`src/rtl/rdyacpt_pkg.sv`:
```
// Shared definitions for the rdy/acpt stream transmitter: state encoding and
// a helper that sizes the inter-word gap counter.
package rdyacpt_pkg;

  typedef enum logic [1:0] {
    S_IDLE = 2'd0,
    S_SEND = 2'd1,
    S_GAP  = 2'd2,
    S_DONE = 2'd3
  } tx_state_t;

  // Bits needed to hold a gap count up to and including 'gap'
  function automatic int gap_w(input int gap);
    if (gap <= 1) return 1;
    return $clog2(gap + 1);
  endfunction

endpackage

```
`src/rtl/rdyacpt_gap_timer.sv`:
```
// Loadable down-counter that measures the idle cycles between words.
// It is loaded with the gap length minus one, so 'zero' marks the last idle cycle.
module rdyacpt_gap_timer #(
  parameter int W = 1
) (
  input  logic         clk,
  input  logic         reset_n,
  input  logic         load,
  input  logic [W-1:0] load_value,
  input  logic         dec,
  output logic         zero
);

  logic [W-1:0] count;

  // Load takes priority; otherwise count down and stop at zero
  always_ff @(posedge clk or negedge reset_n) begin
    if (!reset_n) begin
      count <= '0;
    end else if (load) begin
      count <= load_value;
    end else if (dec && (count != '0)) begin
      count <= count - W'(1);
    end
  end

  assign zero = (count == '0);

endmodule

```
`src/rtl/rdyacpt_stream_tx.sv`:
```
// Transmitting end of the rdy/acpt handshake. A one-shot command produces an
// arithmetic sequence of words; every output is a flop, and rdy/data stay
// stable while the sink withholds acpt.
module rdyacpt_stream_tx
  import rdyacpt_pkg::*;
#(
  parameter int WIDTH = 8,
  parameter int LEN_W = 8,
  parameter int GAP   = 0
) (
  input  logic             clk,
  input  logic             reset_n,
  input  logic             start,
  input  logic [LEN_W-1:0] start_len,
  input  logic [WIDTH-1:0] start_data,
  input  logic [WIDTH-1:0] start_step,
  output logic             busy,
  output logic             done,
  output logic [LEN_W-1:0] word_cnt,
  output logic             downstream_rdy,
  output logic [WIDTH-1:0] downstream_data,
  input  logic             downstream_acpt
);

  tx_state_t        state, state_n;
  logic [LEN_W-1:0] remaining, rem_n;
  logic [LEN_W-1:0] cnt_n;
  logic [WIDTH-1:0] step, step_n;
  logic [WIDTH-1:0] data_n;
  logic             rdy_n, busy_n, done_n;
  logic             gap_load, gap_dec, gap_zero;
  logic             transfer;

  assign transfer = downstream_rdy & downstream_acpt;
  assign gap_dec  = (state == S_GAP) && !gap_zero;

  // Gap timer only exists when idle cycles are requested
  generate
    if (GAP > 0) begin : g_timer
      localparam int GAP_W = gap_w(GAP);
      localparam logic [GAP_W-1:0] GAP_RELOAD = GAP_W'(GAP - 1);

      rdyacpt_gap_timer #(
        .W(GAP_W)
      ) u_gap_timer (
        .clk       (clk),
        .reset_n   (reset_n),
        .load      (gap_load),
        .load_value(GAP_RELOAD),
        .dec       (gap_dec),
        .zero      (gap_zero)
      );
    end else begin : g_no_timer
      logic gap_unused;
      assign gap_zero   = 1'b1;
      assign gap_unused = gap_load ^ gap_dec;
    end
  endgenerate

  // State and output registers; reset discards any burst in flight
  always_ff @(posedge clk or negedge reset_n) begin
    if (!reset_n) begin
      state           <= S_IDLE;
      remaining       <= '0;
      step            <= '0;
      word_cnt        <= '0;
      downstream_rdy  <= 1'b0;
      downstream_data <= '0;
      busy            <= 1'b0;
      done            <= 1'b0;
    end else begin
      state           <= state_n;
      remaining       <= rem_n;
      step            <= step_n;
      word_cnt        <= cnt_n;
      downstream_rdy  <= rdy_n;
      downstream_data <= data_n;
      busy            <= busy_n;
      done            <= done_n;
    end
  end

  // Next-state and next-output logic; everything holds unless a branch changes it
  always_comb begin
    state_n  = state;
    rem_n    = remaining;
    step_n   = step;
    cnt_n    = word_cnt;
    rdy_n    = downstream_rdy;
    data_n   = downstream_data;
    busy_n   = busy;
    done_n   = 1'b0;
    gap_load = 1'b0;

    case (state)
      S_IDLE: begin
        if (start) begin
          cnt_n = '0;
          if (start_len != '0) begin
            state_n = S_SEND;
            rem_n   = start_len;
            step_n  = start_step;
            rdy_n   = 1'b1;
            data_n  = start_data;
            busy_n  = 1'b1;
          end else begin
            state_n = S_DONE;
            busy_n  = 1'b0;
            done_n  = 1'b1;
          end
        end
      end

      S_SEND: begin
        if (transfer) begin
          cnt_n = word_cnt + LEN_W'(1);
          rem_n = remaining - LEN_W'(1);
          if (remaining == LEN_W'(1)) begin
            state_n = S_DONE;
            rdy_n   = 1'b0;
            busy_n  = 1'b0;
            done_n  = 1'b1;
          end else if (GAP > 0) begin
            state_n  = S_GAP;
            rdy_n    = 1'b0;
            gap_load = 1'b1;
          end else begin
            data_n = downstream_data + step;
          end
        end
      end

      S_GAP: begin
        if (gap_zero) begin
          state_n = S_SEND;
          rdy_n   = 1'b1;
          data_n  = downstream_data + step;
        end
      end

      S_DONE: begin
        state_n = S_IDLE;
        busy_n  = 1'b0;
      end

      default: begin
        state_n = S_IDLE;
      end
    endcase
  end

endmodule

```
`config.mk`:
```
export PLATFORM = sky130hd
export DESIGN_NAME = rdyacpt_stream_tx
export DESIGN_NICKNAME = d
export VERILOG_FILES = /design/src/rtl/rdyacpt_pkg.sv /design/src/rtl/rdyacpt_gap_timer.sv /design/src/rtl/rdyacpt_stream_tx.sv
export SDC_FILE = /design/constraint.sdc
export NUM_CORES = 1
export LEC_CHECK = 0
export CORE_UTILIZATION = 30
export DETAILED_ROUTE_END_ITERATION = 7
export GPL_TIMING_DRIVEN = 0
export MAX_ROUTING_LAYER = met4
export PLACE_DENSITY = 0.55
export SYNTH_ARGS = -nofsm -noshare
export SYNTH_HDL_FRONTEND = slang
export SYNTH_SLANG_ARGS = --single-unit
```
`constraint.sdc`:
```
create_clock -name clk -period 1.7 [get_ports clk]
set_input_delay 0.34 -clock clk [delete_from_list [all_inputs] [get_ports clk]]
set_output_delay 0.34 -clock clk [all_outputs]
set_load 0.05 [all_outputs]
```
---- Yosys cells after proc, flatten, opt, wreduce, memory -nomap -nowiden ----
Cells that the tools add are included.
storage, ports and cells
  bits in registers ....................... 37
  input bits .............................. 28
  output and inout port bits .............. 19
  word-level logic and storage cells ...... 63
operators by class
  $add $sub $neg .......................... 3
  eq/ne operators ......................... 9
  muxes and demuxes ....................... 30
  bitwise logic cells ..................... 1
  reduce and logical (&&, ||, !) cells .... 12
operators with widths
  kind                                                  number
  2-to-1 mux 8 bit                                      9
  one-hot mux 8 bit (2 select lines)                    2
  one-hot mux 8 bit (3 select lines)                    1
  2-to-1 mux 1 bit                                      10
  != test 2 bit (second input constant)                 5
  AND reduction 5 bit                                   2
  AND reduction 3 bit                                   3
  adder 8 x 1 -> 8 bit (second input constant)          1
  adder 8 bit                                           1
  equality test 8 x 1 -> 1 bit (second input constant)  1
  2-to-1 mux 2 bit                                      4
  one-hot mux 2 bit (4 select lines)                    1
  AND reduction 4 bit                                   2
  nonzero test 8 bit                                    1
  subtractor 8 x 1 -> 8 bit (second input constant)     1
  one-hot mux 1 bit (3 select lines)                    2
  nonzero test 3 bit                                    2
  equality test 2 bit (second input constant)           2
  equality test 2 x 1 -> 1 bit (second input constant)  1
  logical NOT 2 bit                                     1
  one-hot mux 1 bit (2 select lines)                    1
  nonzero test 2 bit                                    1
  AND 1 bit                                             1

---- Longest topological paths before layout ----
Gate-level depths: netlist of run 1.
  word-level depth ........................ 4
  gate-level depth with buffers ........... 8
  depth with buffers taken out ............ 8

---- Worst setup path after synthesis of run 1 ----
Ideal clock, no wire load.
  kind .................................... reg-to-reg
  start point ............................. register downstream_data[0]
  end point ............................... register downstream_data[6]
  setup time .............................. 82 ps
  data arrival time ....................... 1,931 ps
  required time ........................... 1,618 ps
  path slack .............................. -313 ps
  stages on the path, launching flop included .. 9
  buffers on the path ..................... 0
  clock period less this slack ............ 2,013 ps
  path through ............................ dfrtp_1 -> ha_1 -> inv_1 -> fa_1 -> nor2b_1 -> o31a_1 -> and3b_1 -> o21ai_0 -> a31oi_1
between the ends
  longest elaborated chain between the ends .. 4
RTL lines
  item                                    RTL line                                            source
  from (decl)                             rdyacpt_stream_tx.sv:21                             output logic [WIDTH-1:0] downstream_data,
  from (signal assigned)                  rdyacpt_stream_tx.sv:77                             downstream_data <= data_n;
  adder 8 bit (*)                         rdyacpt_stream_tx.sv:128, rdyacpt_stream_tx.sv:137
  2-to-1 mux 8 bit                        rdyacpt_stream_tx.sv:118                            if (remaining == LEN_W'(1)) begin
  2-to-1 mux 8 bit                        rdyacpt_stream_tx.sv:115                            if (transfer) begin
  one-hot mux 8 bit (3 select lines) (*)  rdyacpt_stream_tx.sv:95                             case (state)
Every way passes the cells marked *; elsewhere a longest branch is shown, timed or not. The select of a mux whose other input is x is not followed.
A chain may end at the register's enable or synchronous reset.

---- Worst setup path in the final report of run 1 ----
  start point ............................. register state[1]
  end point ............................... register downstream_data[7]
between the ends
  longest elaborated chain between the ends .. 3
  elaborated cells on any way between the ends .. 10
  those cells by class .................... eq/ne: 6; mux: 1; reduce/logical: 3
RTL lines
  item                                                                  RTL line                 source
  from (decl)                                                           rdyacpt_stream_tx.sv:25  tx_state_t state, state_n;
  from (signal assigned)                                                rdyacpt_stream_tx.sv:72  state <= state_n;
  equality test 2 x 1 -> 1 bit (tied with other cells)                  rdyacpt_stream_tx.sv:95
  != test 2 bit (no source line) or nonzero test 3 bit (tied branches)  -
  AND reduction 5 bit (no source line)                                  -
Parallel ways exist; a longest one is shown, timed or not.

==> summary.md, run 1 <==
| Metric | Value |
|---|---|
| Adder-cell share of the synthesized area | 9.24% |
| Worst Skew | 0.0145 ns |
| Sequential share of the synthesized area | 38.8% |
| Largest net degree at the start of global routing | 38 |
| GPL Wtd Cong | 0.795 |
| Share of cells above drive strength 1 | 32.0% |
| TNS Setup | -0.00891 ns |
| Slew HR | 42.4% |
| Distinct cell type count after synthesis | 60 |
| Yosys warns | 0 |
| Mapped Cells | 239 |
| Hold-fix buffers, CTS | 0 |
| CTS tree | built |
| Clk pin slew, worst setup/hold paths | 0.09 ns |
| Net Sw Power | 3520 µW |
| Minimum clock period | 1.71 ns |
| Most frequent cells in the layout | dfrtp_1, clkdlybuf4s50_1, nand2_1, nor2_1, dlygate4sd2_1 |
| Pwr dens | 2150 nW/µm² |
| Synth top area share | 38.8% |
| Synth area leader | dfrtp_1 |
| Violated checks | negative setup slack |
| Routed vias | 2111 |
| Simple-gate share of the synthesized area | 20.6% |
| Hold Crit Class | primary input to asynchronous set/reset pin |
| Critical Path AT | 1.90 ns |
| WS Path Type | flop to flop |
| Post-synthesis cell area | 2380 µm² |
| Status | finished, violations left |
| Seq pwr share | 22.6% |
| Final setup fails | 1 |
| Number of synthesized flops with an enable pin | 0 |
| CTS max path bufs | 2 |
| Num Clock Sinks | 37 |
| DR iter-0 viols | 91 |
| Synth Area in XOR/XNOR | 3.31% |
| Int Pwr | 3960 µW |
| H-tree depth | 2 |
| Max Cap Violations | 0 |
| Drt total wl | 6280 µm |
| FFs w/ async S/R, synth | 100% |
| Final Hold Fails | 0 |
| Hpwl dp | 4200 µm |
| Slack of the critical path | -0.00891 ns |
| Largest family of logic cells by synthesized area | simple AND/OR/NAND/NOR gates |
| Worst Tran Pin Value | 0.864 ns |
| Number of core rows | 32 |
| Commonest non-fill, non-tap cell in the layout | dfrtp_1 |
| Compound-Gate Fraction of Synth Area | 17.3% |
| Mapped Nets | 284 |
| Die width | 91.1 µm |
| Maximum clock frequency | 0.585 GHz |
| Root buffer cell | clkbuf_8 |
| Area delta synth->final | 46.4% |
| Remaining DRCs | 0 |
| Via-per-instance ratio | 5.05 |
| P_leak | 0.00150 µW |
| Congestion Overflow GR | 0 |
| Die area | 8310 µm² |
| #FFs+latches synth | 37 |
| # diodes | 0 |
| Unrepaired setup endpoints after global routing | yes |
| Top post-synthesis cells by area | dfrtp_1, ha_1, mux2i_1, mux2_2, nand2_1 |
| Dpl ws | -0.522 ns |
| Comb power frac | 68.9% |
| Setup crit start kind | flop |
| Vias in the first global route | 2078 |
| Final critical-path share of the clock period | 101% |
| Core footprint | 7690 µm² |
| IO buf count | 46 |
| Worst-path maximum fanout | 3 |
| Power share of the clock group | 8.5% |
| Crit path capture type | flop |
| Overall Global Routing Usage | 15.3% |
| Critical Path RT | 1.89 ns |
| Ports | 47 |
| First-pass GRT wire length | 9820 µm |
| Clk Latency, worst-skew pair | 0.30 ns |
| Switching Fraction | 47.1% |
| Initial antenna violation count | 0 |
| Initial DRT Pass Iterations | 4 |
| Max Transition Viols Final | 0 |
| Die Y | 91.1 µm |
| FILL cells | 750 |
| Worst vdd ir | 0.751 mV |
| Avg Inst Size Synth | 9.97 µm² |
| Starting Density | 31.0% |
| TritonCTS Buffers | 5 |
| Ys flop type | dfrtp_1 |
| Total power | 7480 µW |
| Wire per inst | 15.0 µm |
| Post-synthesis mux area share | 7.30% |
| ANT nets after route | 0 |
| Nets | 360 |
-- cells in the mapped netlist, types with 3 or more instances --
cell / n
a21oi_1: 10
a31oi_1: 5
a41oi_1: 3
dfrtp_1: 37
ha_1: 16
inv_1: 14
mux2_2: 7
mux2i_1: 8
nand2_1: 21
nand3_1: 6
nand4_1: 4
nor2_1: 21
nor2_2: 3
nor2b_1: 3
o21ai_0: 15
o22a_1: 6
xnor2_1: 3
xor2_1: 6
-- critical path: stages, from the launching register on --
cell     delay (ns)
dfrtp_1        0.42
buf_6          0.14
ha_2           0.15
or3_4          0.42
and4_4         0.18
mux2_4         0.29
-- power by group through the flow --
stage | sequential, µW | combinational (µW) | clock (µW)
2_1_floorplan | 2180 | 2700 | 0
3_3_place_gp | 1690 | 4220 | 0
3_5_place_dp | 1700 | 4290 | 0
4_1_cts | 1680 | 4580 | 664
5_1_grt | 1750 | 5650 | 688
6_report | 1690 | 5160 | 635
-- state kept, by name, indices dropped and copies added (netlist names) --
| name | count |
|---|---|
| step | 8 |
| state | 2 |
| downstream_data | 8 |
| done | 1 |
| word_cnt | 8 |
| downstream_rdy | 1 |
| busy | 1 |
| remaining | 8 |
-- routing by layer --
metal  wire (µm)  vias up  track usage [%]
met1        2850     1025             18.5
met3         267        7             3.35
met4          82        0             4.63
met2        3080       43             25.5
met5           0        -                -
li1            -     1036                -
-- worst paths after layout --
check                                           from                        endpoint  slack (ns)  cells past startpoint
worst min-delay path                         reset_n  downstream_data[1]$_DFFE_PN0P_        0.14                      1
max in group asynchronous                    reset_n  downstream_data[5]$_DFFE_PN0P_        0.95                      1
worst max register to register  state[1]$_DFFE_PN0P_  downstream_data[7]$_DFFE_PN0P_      -0.009                      5
worst min register to register      busy$_DFFE_PN0P_                busy$_DFFE_PN0P_        0.51                      1
worst max-delay path            state[1]$_DFFE_PN0P_  downstream_data[7]$_DFFE_PN0P_      -0.009                      5
min in group clk                        start_len[4]                  done$_DFF_PN0_        0.46                      4
-- through the flow --
| stage | instances | hold WS [ns] | cell area (µm²) | utilization (%) |
|---|---|---|---|---|
| 2_1_floorplan | 239 | 0.0444 | 2450 | - |
| 3_3_place_gp | 387 | 0.489 | 3030 | 39.5 |
| 3_5_place_dp | 387 | 0.485 | 3030 | 39.4 |
| 4_1_cts | 404 | 0.179 | 3250 | 42.3 |
| 5_1_grt | 418 | 0.221 | 3490 | 45.4 |
| 6_report | 418 | 0.144 | 3490 | 45.4 |
-- area by class of cell --
type / count / area, µm² / area share, %
Buffer: 5 / 40.0 / 1.15
Clock buffer: 5 / 68.8 / 1.97
Sequential cell: 37 / 936 / 26.8
Tap cell: 102 / 128 / 3.66
Timing Repair Buffer: 68 / 651 / 18.7
Inverter: 14 / 60.1 / 1.72
Multi-Input combinational cell: 184 / 1590 / 45.5
Clock inverter: 3 / 17.5 / 0.502
-- what timing repair did --
item                       4_1_cts  5_1_grt
buffers inserted                 9       12
cloned                           0        2
pin swaps                        8       20
setup endpoints to repair       53       31
resized for setup               42       29
-- cell families after synthesis --
family,Yosys count
AND/OR/NAND/NOR,82
buffers and inverters,19
AO/OA/AOI/OAI,59
XOR/XNOR,9
adder cells (fa/ha/maj),17
flip-flops,37
multiplexers,16
Note: power is estimated with default switching activity, not from simulation.
==> run 2: changes to the inputs <==
Settings changed: MAX_ROUTING_LAYER met4 to unset, TNS_END_PERCENT set to 50.
==> summary.md, run 2 (same netlist as run 1, synthesis figures left out) <==
| Metric | Value |
|---|---|
| Status | finished, violations left (unchanged) |
| Violated checks | negative setup slack (unchanged) |
| Routed vias | 2065 (was 2111) |
| # diodes | 0 (unchanged) |
| CTS tree | built (unchanged) |
| CP Buf/Inv Count | 1 (unchanged) |
| Max Cap Violations | 0 (unchanged) |
| Die area | 8310 µm² (unchanged) |
| Via-per-instance ratio | 5.00 (was 5.05) |
| CP peak stage delay | 0.43 ns (was 0.42 ns) |
| Maximum clock frequency | 0.573 GHz (was 0.585 GHz) |
| WS Path Type | flop to flop (unchanged) |
| Setup crit start kind | flop (unchanged) |
| Final Hold Fails | 0 (unchanged) |
| Worst vdd ir | 0.734 mV (was 0.751 mV) |
| Hold_ws | 0.148 ns (was 0.144 ns) |
| Worst-path maximum fanout | 3 (unchanged) |
| P_leak | 0.00147 µW (was 0.00150 µW) |
| Drt total wl | 6220 µm (was 6280 µm) |
| FILL cells | 750 (unchanged) |
| GPL Wtd Cong | 0.784 (was 0.795) |
| Clk Latency, worst-skew pair | 0.30 ns (about the same) |
| Pwr dens | 2150 nW/µm² (about the same) |
| Crit path capture type | flop (unchanged) |
| Hpwl dp | 4200 µm (unchanged) |
| Area delta synth->final | 43.8% (was 46.4%) |
| Critical Path AT | 1.98 ns (was 1.90 ns) |
| Max Transition Viols Final | 0 (unchanged) |
| CTS max path bufs | 2 (unchanged) |
| Initial DRT Pass Iterations | 4 (unchanged) |
| IO buf count | 46 (unchanged) |
| Final setup fails | 2 (was 1) |
| Most frequent cells in the layout | dfrtp_1, nand2_1, clkdlybuf4s50_1, dlygate4sd2_1, nor2_1 (was dfrtp_1, clkdlybuf4s50_1, nand2_1, nor2_1, dlygate4sd2_1) |
| Wire per inst | 15.1 µm (was 15.0 µm) |
| Commonest non-fill, non-tap cell in the layout | dfrtp_1 (unchanged) |
| Share of cells above drive strength 1 | 28.9% (was 32.0%) |
| Die Y | 91.1 µm (unchanged) |
| Slew HR | 42.0% (was 42.4%) |
| Nets | 355 (was 360) |
| Root buffer cell | clkbuf_8 (unchanged) |
| Internal reg-to-reg setup slack | -0.05 ns (was -0.009 ns) |
| DR iter-0 viols | 48 (was 91) |
| Hold Crit Class | primary input to asynchronous set/reset pin (unchanged) |
| Top delay family on crit path | compound AO/OA/AOI/OAI gates (was simple AND/OR/NAND/NOR gates) |
| Final critical-path share of the clock period | 103% (was 101%) |
| Unrepaired setup endpoints after global routing | yes (unchanged) |
| Overall Global Routing Usage | 14.9% (was 15.3%) |
| Ports | 47 (unchanged) |
| Initial antenna violation count | 0 (unchanged) |
| ANT nets after route | 0 (unchanged) |
| Worst Tran Pin Value | 0.869 ns (was 0.864 ns) |
| Number of core rows | 32 (unchanged) |
| Remaining DRCs | 0 (unchanged) |
| Largest net degree at the start of global routing | 38 (unchanged) |
| First-pass GRT wire length | 9770 µm (was 9820 µm) |
| Hold-fix buffers, CTS | 0 (unchanged) |
| Vias in the first global route | 2064 (was 2078) |
| Starting Density | 31.0% (unchanged) |
| Die width | 91.1 µm (unchanged) |
| H-tree depth | 2 (unchanged) |
| Fin util | 44.6% (was 45.4%) |
| Slack of the critical path | -0.0464 ns (was -0.00891 ns) |
| Slowest-stage cell, CP | dfrtp_2 (was dfrtp_1) |
| Cell Chain, Critical Path | ha_4 > inv_2 > fa_2 > nor2b_2 > o31a_1 > nor4b_2 > o21ai_1 > a31oi_1 (was buf_6 > ha_2 > or3_4 > and4_4 > mux2_4) |
| Clk pin slew, worst setup/hold paths | 0.09 ns (about the same) |
| Num Clock Sinks | 37 (unchanged) |
| Congestion Overflow GR | 0 (unchanged) |
| Total power | 7360 µW (was 7480 µW) |
| TritonCTS Buffers | 5 (unchanged) |
| Minimum clock period | 1.75 ns (was 1.71 ns) |
| Worst Skew | 0.0149 ns (was 0.0145 ns) |
| Fin area | 3430 µm² (was 3490 µm²) |
| Placed Area | 3030 µm² (unchanged) |
| Core footprint | 7690 µm² (unchanged) |
| Critical Path RT | 1.93 ns (was 1.89 ns) |
run 2: cell types whose count changed in the layout (fill, tap and decap cells not counted), moves of 2 or more:
cell and delta:
buf_4 -4, a21oi_2 -4, a21oi_1 +4, buf_2 +2
run 2: worst register-to-register path, cell delays in order (launching register included):
cell and delay (ns):
dfrtp_2 0.43, ha_4 0.17, inv_2 0.05, fa_2 0.20
nor2b_2 0.05, o31a_1 0.28, nor4b_2 0.26, o21ai_1 0.09
a31oi_1 0.16
run 2: layout make-up:
type / count / area [µm²] / share of cell area [%]
multi-input cells: 184 / 1570 / 45.8
flip-flops and latches: 37 / 936 / 27.3
repair buffers: 63 / 609 / 17.8
well taps: 102 / 128 / 3.72
clock buffers: 5 / 68.8 / 2.01
inverters: 14 / 60.1 / 1.75
plain buffers: 5 / 37.5 / 1.10
clock inverters: 3 / 17.5 / 0.511
run 2: per-stage QoR:
stage	setup slack (ns)	setup TNS, ns	std cells
final	-0.0464	-0.0922	413
after floorplan	-0.115	-0.201	239
after global routing	-0.206	-0.571	413
after global placement	-0.846	-36.10	387
after CTS	-0.0885	-0.0939	403
after detailed placement	-0.522	-9.93	387
run 2: final timing paths:
check / start / to / cells past startpoint
worst min-delay path: reset_n / downstream_data[1]$_DFFE_PN0P_ / 1
worst min register to register: busy$_DFFE_PN0P_ / busy$_DFFE_PN0P_ / 1
min in group clk: start_len[7] / done$_DFF_PN0_ / 4
max in group asynchronous: reset_n / remaining[0]$_DFFE_PN0P_ / 1
worst max register to register: downstream_data[0]$_DFFE_PN0P_ / downstream_data[6]$_DFFE_PN0P_ / 8
worst max-delay path: downstream_data[0]$_DFFE_PN0P_ / downstream_data[6]$_DFFE_PN0P_ / 8
run 2: routing by layer:
layer / up-vias / routed length (µm) / track usage, %
met1: 1004 / 2850 / 18.6
li1: 1019 / - / -
met2: 37 / 3060 / 25.1
met5: - / 0 / 0
met3: 5 / 238 / 3.60
met4: 0 / 68 / 4.63
run 2: power breakdown:
part           internal (µW)  switching [µW]  leakage [µW]
Sequential              1300             393      0.000434
Combinational           2300            2730      0.000994
Clock                    284             352     0.0000439
Total                   3880            3480       0.00147
run 2: what timing repair did:
item,4_1_cts,5_1_grt
endpoints found under the setup margin,53,30
gates resized for setup,37,28
endpoints found under the hold margin,0,0
pin swaps,7,27
gates cloned,0,2
buffers inserted,8,8
==> patch, RTL diff (flow settings as in run 2) <==
`LEN_W`: 8 -> 4.
--- a/src/rtl/rdyacpt_stream_tx.sv
+++ b/src/rtl/rdyacpt_stream_tx.sv
@@ -5,7 +5,7 @@
   import rdyacpt_pkg::*;
 #(
   parameter int WIDTH = 8,
-  parameter int LEN_W = 8,
+  parameter int LEN_W = 4,
   parameter int GAP   = 0
 ) (
   input  logic             clk,
Interface: changed (resized start_len and word_cnt); port bits go from 47 to 39. No check against the original RTL was run, so the function may have changed too.
==> patch against run 2 <==
The flow still finishes with violations (setup timing); synthesized area down 22%; design area down 16%; combinational power down 4%; setup slack worse by 0.077 ns; sequential cell count down 8; wire length down 24%; power down 8.1%; global-route usage down 0.42 points; critical path type unchanged; highest routed layer unchanged.
==> patch: results (changes against run 2) <==
outcome: "finished with violations"
failed_checks: "setup timing"
hold_ws_ns: 0.09747  # -0.05032 ns
met3RoutedLength_um: 97  # -59%
global_route.usage.total: 0.1444  # -0.004152
power.ir.vdd_worst_uv: 1101  # +50%
grt.met1_usage: 0.1925  # +0.006389
preCtsSetupSlack_ns: -0.4514  # +0.07017 ns
synthesis.area_per_instance_sq_um: 9.916  # -0.57%
worst_path_largest_cell_delay_ns: 0.39  # -0.04 ns
synth_top_cells_by_area: "sky130_fd_sc_hd__dfrtp_1, sky130_fd_sc_hd__ha_1, sky130_fd_sc_hd__mux2i_1"
worst_clock_skew_ns: 0.009647  # -0.005264 ns
cts_max_path_buffers: 2  # unchanged
final-instance-count-excl-fill: 331  # -20%
count_of_distinct_cell_types_in_the_synthesized_netlist: 43  # -28%
insertion_delay_ns: 0.28  # -0.02 ns
summed_negative_setup_slack_over_all_endpoints_ns: -0.1656  # -0.07340 ns
worst_setup_hold_path_clk_slew_ns: 0.07  # -0.02 ns
grt_first_pass_wirelength_um: 7238  # -26%
grt_util_met3: 0.02022  # -0.01579
cts-buffers-inserted: 5  # unchanged
synth_most_common_cell: "sky130_fd_sc_hd__dfrtp_1"
power.static_leakage_nw: 1.255  # -15%
cpLargestDelayFamily: "adder cells"
drt_iter0_drc: 53  # +10%
worst-slew-pin-transition_ns: 0.6823  # -0.1871 ns
dp_hpwl_um: 3107  # -26%
internal-power_w: 0.003654  # -5.8%
cp_arrival_ns: 1.98  # about the same
timing.final.ws_setup_ns: -0.1231  # -0.07666 ns
drt-met1-wl_um: 2215  # -22%
placed_area_sq_um: 2372  # -22%
drt-wirelength-per-cell_um: 14.24  # -5.4%
finalNetCount: 296  # -17%
syn-num-nets: 229  # -19%
port-buffer-count: 38  # -17%
min-delay-path-class: "input pin to async pin"
timing.final.setup_violations: 6  # +4
via_per_inst: 4.885  # -2.3%
synth-seq-area-share: 0.3893  # +0.0008103
crit_path_top_delay_cell: "sky130_fd_sc_hd__dfrtp_1"
place.gp.congestion: 0.7386  # -5.8%
drive_gt1_frac: 0.3047  # +0.01530
post_synth_most_frequent_cells: "sky130_fd_sc_hd__dfrtp_1, sky130_fd_sc_hd__ha_1, sky130_fd_sc_hd__nand2_1"
grt.met2_usage: 0.2361  # -0.01513
grt_pass1_vias: 1538  # -25%
met2RoutedLength_um: 2363  # -23%
numPlacedInstances: 301  # -22%
critPathMaxFanout: 2  # -1
grt_max_degree: 30  # -21%
==> patch: path summary, 6_finish.rpt <==
| path | from | to |
|---|---|---|
| hold reg to reg | step[5]$_DFFE_PN0P_ | step[5]$_DFFE_PN0P_ |
| setup reg to reg | step[0]$_DFFE_PN0P_ | downstream_data[6]$_DFFE_PN0P_ |
| min in group clk | step[5]$_DFFE_PN0P_ | step[5]$_DFFE_PN0P_ |
| setup / recovery | step[0]$_DFFE_PN0P_ | downstream_data[6]$_DFFE_PN0P_ |
| max in group asynchronous | reset_n | downstream_data[2]$_DFFE_PN0P_ |
| hold / removal | reset_n | step[4]$_DFFE_PN0P_ |
==> patch: power groups by stage <==
stage               clock (W)  combinational, W  sequential, W
detailed placement          0           0.00368        0.00135
finish               0.000545           0.00483        0.00139
global route         0.000589           0.00528        0.00145
global placement            0           0.00367        0.00135
CTS                  0.000563           0.00392        0.00134
floorplan                   0           0.00233        0.00180
==> patch: area by class of cell <==
| cell class | count | area, sq um |
|---|---|---|
| sequential | 29 | 735.7 |
| timing repair buffer | 60 | 565.5 |
| fill | 575 | 3089 |
| clock buffer | 8 | 80.08 |
| buffer | 5 | 51.30 |
| tap | 75 | 93.84 |
| multi-input combinational | 142 | 1295 |
| inverter | 12 | 45.04 |
==> patch: cell families (layout without fill, tap and decap cells) <==
kind of cell	Yosys count	count (layout)	share of synthesized area
muxes	19	19	0.1067
xor gates and xnor gates	3	3	0.01410
DFF	29	29	0.3893
adders and majority gates	17	17	0.1181
AOI/OAI and AO/OA	54	54	0.1906
buffers and inverters	17	85	0.03691
and+or+nand+nor	49	49	0.1443
==> patch: repair_timing <==
item / in CTS / in global routing
endpoints found under the setup margin: 39 / 23
pin swaps: 8 / 19
gates cloned: 0 / 1
setup buffers: 8 / 13
resized for setup: 32 / 29
hold endpoints to repair: 0 / 0
